**config.mk**
```make
export PLATFORM = sky130hd
export DESIGN_NAME = mem_arbiter
export DESIGN_NICKNAME = d
export VERILOG_FILES = /design/src/rtl/mem_arbiter.sv
export SDC_FILE = /design/constraint.sdc
export NUM_CORES = 1
export LEC_CHECK = 0
export ABC_AREA = 0
export ABC_CLOCK_PERIOD_IN_PS = 2000
export CORE_ASPECT_RATIO = 0.5
export CORE_MARGIN = 8
export CORE_UTILIZATION = 33
export DETAILED_ROUTE_END_ITERATION = 16
export GPL_TIMING_DRIVEN = 0
export PLACE_DENSITY_LB_ADDON = 0.12
export SETUP_SLACK_MARGIN = 0.02
export SLEW_MARGIN = 30
export SYNTH_ARGS = -nofsm -noshare
export SYNTH_HDL_FRONTEND = slang
export SYNTH_SLANG_ARGS = --single-unit
```
**constraint.sdc**
```tcl
create_clock -name clk -period 2 [get_ports clk]
set_input_delay 0.3 -clock clk [delete_from_list [all_inputs] [get_ports clk]]
set_output_delay 0.3 -clock clk [all_outputs]
set_load 0.01 [all_outputs]
```
**src/rtl/mem_arbiter.sv**
```systemverilog
// Arbitrates one multi-cycle backing memory between the I-cache fill path and the D-cache
// fill/write-through path; streams 8-word block fills back to the winning requester.
module mem_arbiter #(
  parameter int unsigned BLOCK_WORDS = 8
) (
  input  logic        clk,
  input  logic        rst_n,
  input  logic        i_req,
  input  logic [15:0] i_addr,
  input  logic        d_req,
  input  logic        d_wr,
  input  logic [15:0] d_addr,
  input  logic [15:0] d_wdata,
  input  logic [15:0] mem_rdata,
  input  logic        mem_valid,
  output logic        mem_en,
  output logic        mem_wr,
  output logic [15:0] mem_addr,
  output logic [15:0] mem_wdata,
  output logic [15:0] fill_data,
  output logic [2:0]  fill_word,
  output logic        i_fill_we,
  output logic        d_fill_we,
  output logic        i_done,
  output logic        d_done,
  output logic        busy
);

  localparam logic [3:0] NumWords = 4'(BLOCK_WORDS);
  localparam logic [3:0] LastWord = 4'(BLOCK_WORDS - 1);

  typedef enum logic [1:0] {
    StIdle,
    StFillI,
    StFillD,
    StWriteD
  } state_e;

  state_e      state_q, state_d;
  logic [3:0]  issue_cnt_q, issue_cnt_d;
  logic [3:0]  ret_cnt_q, ret_cnt_d;
  logic [15:0] base_q, base_d;
  logic        last_grant_q, last_grant_d;  // 0 = I, 1 = D

  logic        grant_i, grant_d;

  always_ff @(posedge clk) begin
    if (!rst_n) begin
      state_q      <= StIdle;
      issue_cnt_q  <= 4'd0;
      ret_cnt_q    <= 4'd0;
      base_q       <= 16'h0000;
      last_grant_q <= 1'b0;
    end else begin
      state_q      <= state_d;
      issue_cnt_q  <= issue_cnt_d;
      ret_cnt_q    <= ret_cnt_d;
      base_q       <= base_d;
      last_grant_q <= last_grant_d;
    end
  end

  // On a tie the side that did not win last time gets the memory.
  always_comb begin
    if (i_req && d_req) begin
      grant_d = ~last_grant_q;
    end else begin
      grant_d = d_req;
    end
    grant_i = i_req & ~grant_d;
  end

  assign fill_data = mem_rdata;
  assign busy      = (state_q != StIdle);

  always_comb begin
    state_d      = state_q;
    issue_cnt_d  = issue_cnt_q;
    ret_cnt_d    = ret_cnt_q;
    base_d       = base_q;
    last_grant_d = last_grant_q;
    mem_en       = 1'b0;
    mem_wr       = 1'b0;
    mem_addr     = 16'h0000;
    mem_wdata    = 16'h0000;
    fill_word    = 3'd0;
    i_fill_we    = 1'b0;
    d_fill_we    = 1'b0;
    i_done       = 1'b0;
    d_done       = 1'b0;

    case (state_q)
      StIdle: begin
        if (grant_d) begin
          last_grant_d = 1'b1;
          base_d       = {d_addr[15:4], 4'h0};
          issue_cnt_d  = 4'd0;
          ret_cnt_d    = 4'd0;
          state_d      = d_wr ? StWriteD : StFillD;
        end else if (grant_i) begin
          last_grant_d = 1'b0;
          base_d       = {i_addr[15:4], 4'h0};
          issue_cnt_d  = 4'd0;
          ret_cnt_d    = 4'd0;
          state_d      = StFillI;
        end
      end

      StFillI, StFillD: begin
        if (issue_cnt_q < NumWords) begin
          mem_en      = 1'b1;
          // base is block aligned, so the word offset never carries out of the block
          mem_addr    = base_q + {12'h000, issue_cnt_q[2:0], 1'b0};
          issue_cnt_d = issue_cnt_q + 4'd1;
        end
        if (mem_valid) begin
          fill_word = ret_cnt_q[2:0];
          ret_cnt_d = ret_cnt_q + 4'd1;
          if (state_q == StFillI) begin
            i_fill_we = 1'b1;
          end else begin
            d_fill_we = 1'b1;
          end
          if (ret_cnt_q == LastWord) begin
            state_d = StIdle;
            if (state_q == StFillI) begin
              i_done = 1'b1;
            end else begin
              d_done = 1'b1;
            end
          end
        end
      end

      StWriteD: begin
        mem_en    = 1'b1;
        mem_wr    = 1'b1;
        mem_addr  = {d_addr[15:1], 1'b0};
        mem_wdata = d_wdata;
        d_done    = 1'b1;
        state_d   = StIdle;
      end

      default: begin
        state_d = StIdle;
      end
    endcase
  end

endmodule

```
* After elaboration in Yosys (flattened, before gate mapping)
Cells that the tools add are included.
** Operators by class
- Add/sub/neg operators :: 3
- Multiply operators :: 0
- Div/mod/pow operators :: 0
- $lt $le $gt $ge :: 1
- Eq/ne operators :: 8
- Shift operators :: 0
- Mux-type cells :: 37
- Bitwise gates (word level) :: 3
- Reduce and logical (&&, ||, !) cells :: 10
** Operators by type and width (number)
- two-way mux 16 bit :: 4
- one-hot mux 16 bit (2 select lines) :: 1
- two-way mux 1 bit :: 17
- adder 16 x 4 -> 16 bit :: 1
- two-way mux 4 bit :: 4
- one-hot mux 4 bit (2 select lines) :: 2
- AND reduction 3 bit :: 3
- adder 4 x 1 -> 4 bit, second input constant :: 2
- two-way mux 2 bit :: 4
- two-way mux 3 bit :: 2
- != test 2 bit, second input constant :: 3
- one-hot mux 2 bit (3 select lines) :: 1
- nonzero test 2 bit :: 3
- equality test 2 bit, second input constant :: 2
- equality test 4 x 3 -> 1 bit, second input constant :: 1
- less-than comparator 4 bit, second input constant :: 1
- one-hot mux 1 bit (2 select lines) :: 2
- != test 3 bit, second input constant :: 1
- equality test 2 x 1 -> 1 bit, second input constant :: 1
- logical NOT 2 bit :: 1
- NOT 1 bit :: 2
- AND reduction 2 bit :: 1
- OR reduction 2 bit :: 1
- bitwise AND 1 bit :: 1
- logical AND 1 bit :: 1
** Storage, ports and cells
- Register bits :: 27
- Bits in latches :: 0
- RAM bits :: 0
- ROM bits :: 0
- Input bits :: 70
- Output and inout bits :: 58
- Logic and storage cells :: 67
- Memories kept :: 0

* Longest topological paths before layout
- Word-level depth :: 7
- Depth in mapped cells :: 7
- Gate-level depth less buffers :: 6

* Least setup slack after synthesis
No wires, ideal clock.
- Kind :: flip-flop to output port
- Start :: register state_q[0]
- End :: output port mem_addr[12]
- Data arrival time :: 1.535 ns
- Data required time :: 1.700 ns
- Setup slack :: 0.165 ns
- Stages on the path, launching flop included :: 8
- Buffers on the path :: 2
- Path through :: dfxtp_1 inv_1 ha_1 nor2b_1 clkbuf_1 buf_2 a22oi_1 nor2_1
** Between the ends
- Cells in the longest elaborated chain, start to end :: 3
- Elaborated cells on any way between the ends :: 5
- Classes of those cells :: eq/ne (3); mux (1); reduce/logical (1)
** RTL lines
- start: declaration :: RTL line 39 : state_e state_q, state_d;
- start signal: assignment :: RTL line 49 : state_q <= StIdle;
- start signal: assignment :: RTL line 55 : state_q <= state_d;
- equality test 2 x 1 -> 1 bit / equality test 2 bit (equally long branches) :: RTL line 92 : case (state_q)
- OR reduction 2 bit :: RTL line 92
- one-hot mux 16 bit (2 select lines) * :: RTL line 92
- end: declaration :: RTL line 18 : output logic [15:0] mem_addr,
Every way passes the cells marked *; elsewhere a longest branch is shown, timed or not.

* Final worst setup path
- Start :: register state_q[0]
- End :: output port mem_addr[6]
Same word-level chain as after synthesis.

==> out/metrics.yaml <==
layout:
  layoutNonFillerInstCount: 390
  nNetsFinal: 397
  n_antenna_cell: 0
  syn_to_final_growth_pct: 74.2
  finish.utilization_pct: 58.6
  fin_area_mm2: 0.00284
  drive_above_1_share_pct: 20.9
grt:
  grt_use_total_pct: 14.4
  grt-ovfl-total: 0
  antenna_found_initial: 0
  grt_pass1_vias: 1893
  grt_max_degree: 13
  grt_pass1_wl_um: 8930
power:
  p_leak_nw: 1.27
  total_power_mw: 2.51
  peakVddDrop_mv: 0.414
  powerDensity_mw_per_mm2: 884
drt:
  drtIter0Drc: 47
  antenna_left: 0
  wl_per_cell_um: 15.1
  wl_um: 5880
  vias: 1867
  drc: 0
  vias_per_cell: 4.79
  drt-pass1-iter-count: 4
logic_synthesis:
  netlist_instances: 209
  synth_cell_types: 35
  synth-main-ff-cell: "dfxtp_1"
  synth_top_area_share_pct: 28.3
  yosys-top-cells-area: "dfxtp_1 (28%), mux2i_1 (9.2%), buf_4 (8.3%)"
  synth_commonest_cells: "nor2_1 (27), dfxtp_1 (23), and2_1 (19)"
  synthArstFlopShare_pct: 0
  synth.avg_cell_area_um2: 7.79
  synth_warnings: 0
  yosys.cell_count.top_type: "nor2_1"
  syn-num-nets: 285
  synth_top_cell_by_area: "dfxtp_1"
  syn_area_mm2: 0.00163
  ys_seq_elements: 23
  seq_area_frac_synth_pct: 28.3
  synth-edff-count: 0
cts:
  cts_max_path_buffers: 2
  cts_tree: "yes"
  clk_latency_ns: 0.27
  cts_buffers: 3
  path_clk_slew_ns: 0.08
  cts_sinks: 23
  cts-root-buf: "clkbuf_8"
  htreeDepth: 1
floorplan:
  rows: 18
  die_w_um: 115
  pin_count: 128
  fp.dieH_um: 65.7
  dieArea_mm2: 0.00757
  core_mm2: 0.00484
  initial_core_util_pct: 33.6
setup_path:
  cp_max_fo: 7
  end_kind: "output port"
  reg2reg_slack_ns: 0.25
  crit_required_ns: 1.70
  arrival_ns: 1.72
  crit_type: "reg2out"
  cp-start-kind: "flip-flop"
timing:
  hold_violations: 0
  worst_pin_slew_ns: 0.533
  max_freq_mhz: 495
  period_minus_slack_ns: 2.02
  setup_viol: 3
  layout_setup_ws_ns: -0.0193
  slew_headroom_pct: 64.2
  skew_ns: 0.00402
  rsz0062_at_grt: "true"
  drv_slew: 0
  finalCritPeriodShare_pct: 101
placed_design:
  io_buffers: 104
  dpl.hpwl_um: 4670
  dpl_cell_area_mm2: 0.00276
  place.gp.congestion: 0.784
  dp_slack_ns: -0.660
  placed_cells: 383
outcome:
  status: "finished with violations"
  violations: "setup timing"
hold_path:
  hp-class: "in2reg"
flow_run:
  maxCapViolCount: 0
## stage by stage
step	setup TNS (ns)	hold WS, ns
after global routing	-0.891	0.472
after CTS	-0.668	0.434
after detailed placement	-14.55	0.485
after global placement	-13.08	0.455
after floorplan	0	0.419
final	-0.0200	0.457
## worst max-delay path, stage by stage, from the launching register on
cell,delay [ns]
dfxtp_2,0.36
inv_2,0.06
ha_4,0.29
nor2b_4,0.14
buf_6,0.14
clkbuf_16,0.15
a22oi_1,0.06
nor2_1,0.09
buf_2,0.15
## cell families (layout without fill, tap and decap cells)
family                     Yosys count  in the layout  synth area share [%]
xor gates and xnor gates             1              1                 0.538
buffers and inverters               37            148                  12.8
other                                1              1                 0.230
DFF                                 23             23                  28.3
AOI/OAI and AO/OA                   54             54                  20.4
muxes                               15             15                  9.22
adders and majority gates            6              6                  4.61
and+or+nand+nor                     72             72                  23.9
## area by class of cell
cell class                      count  area, µm²
Fill cell                         446       2010
Multi-Input combinational cell    149       1010
Timing Repair Buffer              108        980
Sequential cell                    23        463
Buffer                             30        225
Tap cell                           70       87.6
Clock buffer                        4       45.0
Inverter                            6       22.5
## state kept, by name (all words and copies together), names as in the netlist
name,flops
ret_cnt_q,4
state_q,2
base_q,12
last_grant_q,1
issue_cnt_q,4
## power by group
group | switching [mW] | internal, mW
Clock | 0.151 | 0.143
Combinational | 0.779 | 0.770
Sequential | 0.0828 | 0.580
## routing by layer
metal  track usage (%)  vias up  part of all wire [%]
met5                 0        -                     0
met4              3.89        0                  0.73
met3              4.30        4                   8.4
met2              26.5       64                    49
met1              16.0      868                    42
li1                  -      931                     -
## timing repair
item | 4_1_cts | 5_1_grt
cloned | 0 | 1
endpoints found under the setup margin | 39 | 20
gates resized for setup | 112 | 16
setup buffers | 2 | 1
hold buffers | 0 | 0
pin swaps | 0 | 7
## path summary, 6_finish.rpt
check | startpoint | end | cells past startpoint
max | state_q[0] | mem_addr[6] | 8
min | rst_n | base_q[6] | 3
max reg2reg | state_q[0] | ret_cnt_q[3] | 6
min reg2reg | ret_cnt_q[3] | ret_cnt_q[3] | 2
## placed cells by master, fill, tap and decap left out, types with 2 or more instances in the layout
cell / n
inv_2: 2
inv_1: 4
o31ai_1: 2
clkbuf_1: 5
and2_1: 19
buf_2: 18
a21oi_1: 17
buf_6: 2
clkbuf_8: 4
clkdlybuf4s50_1: 66
dfxtp_1: 21
nand4_1: 2
o21ai_0: 14
buf_4: 21
ha_1: 4
a211oi_1: 2
nand2b_1: 2
a22oi_1: 10
clkdlybuf4s15_1: 2
nand2_1: 4
mux2i_1: 15
nor2_1: 27
a22oi_2: 5
clkbuf_4: 3
dlygate4sd2_1: 18
nand3_1: 3
dfxtp_2: 2
or3_1: 2
and3_1: 3
Note: power is estimated with default switching activity, not from simulation.
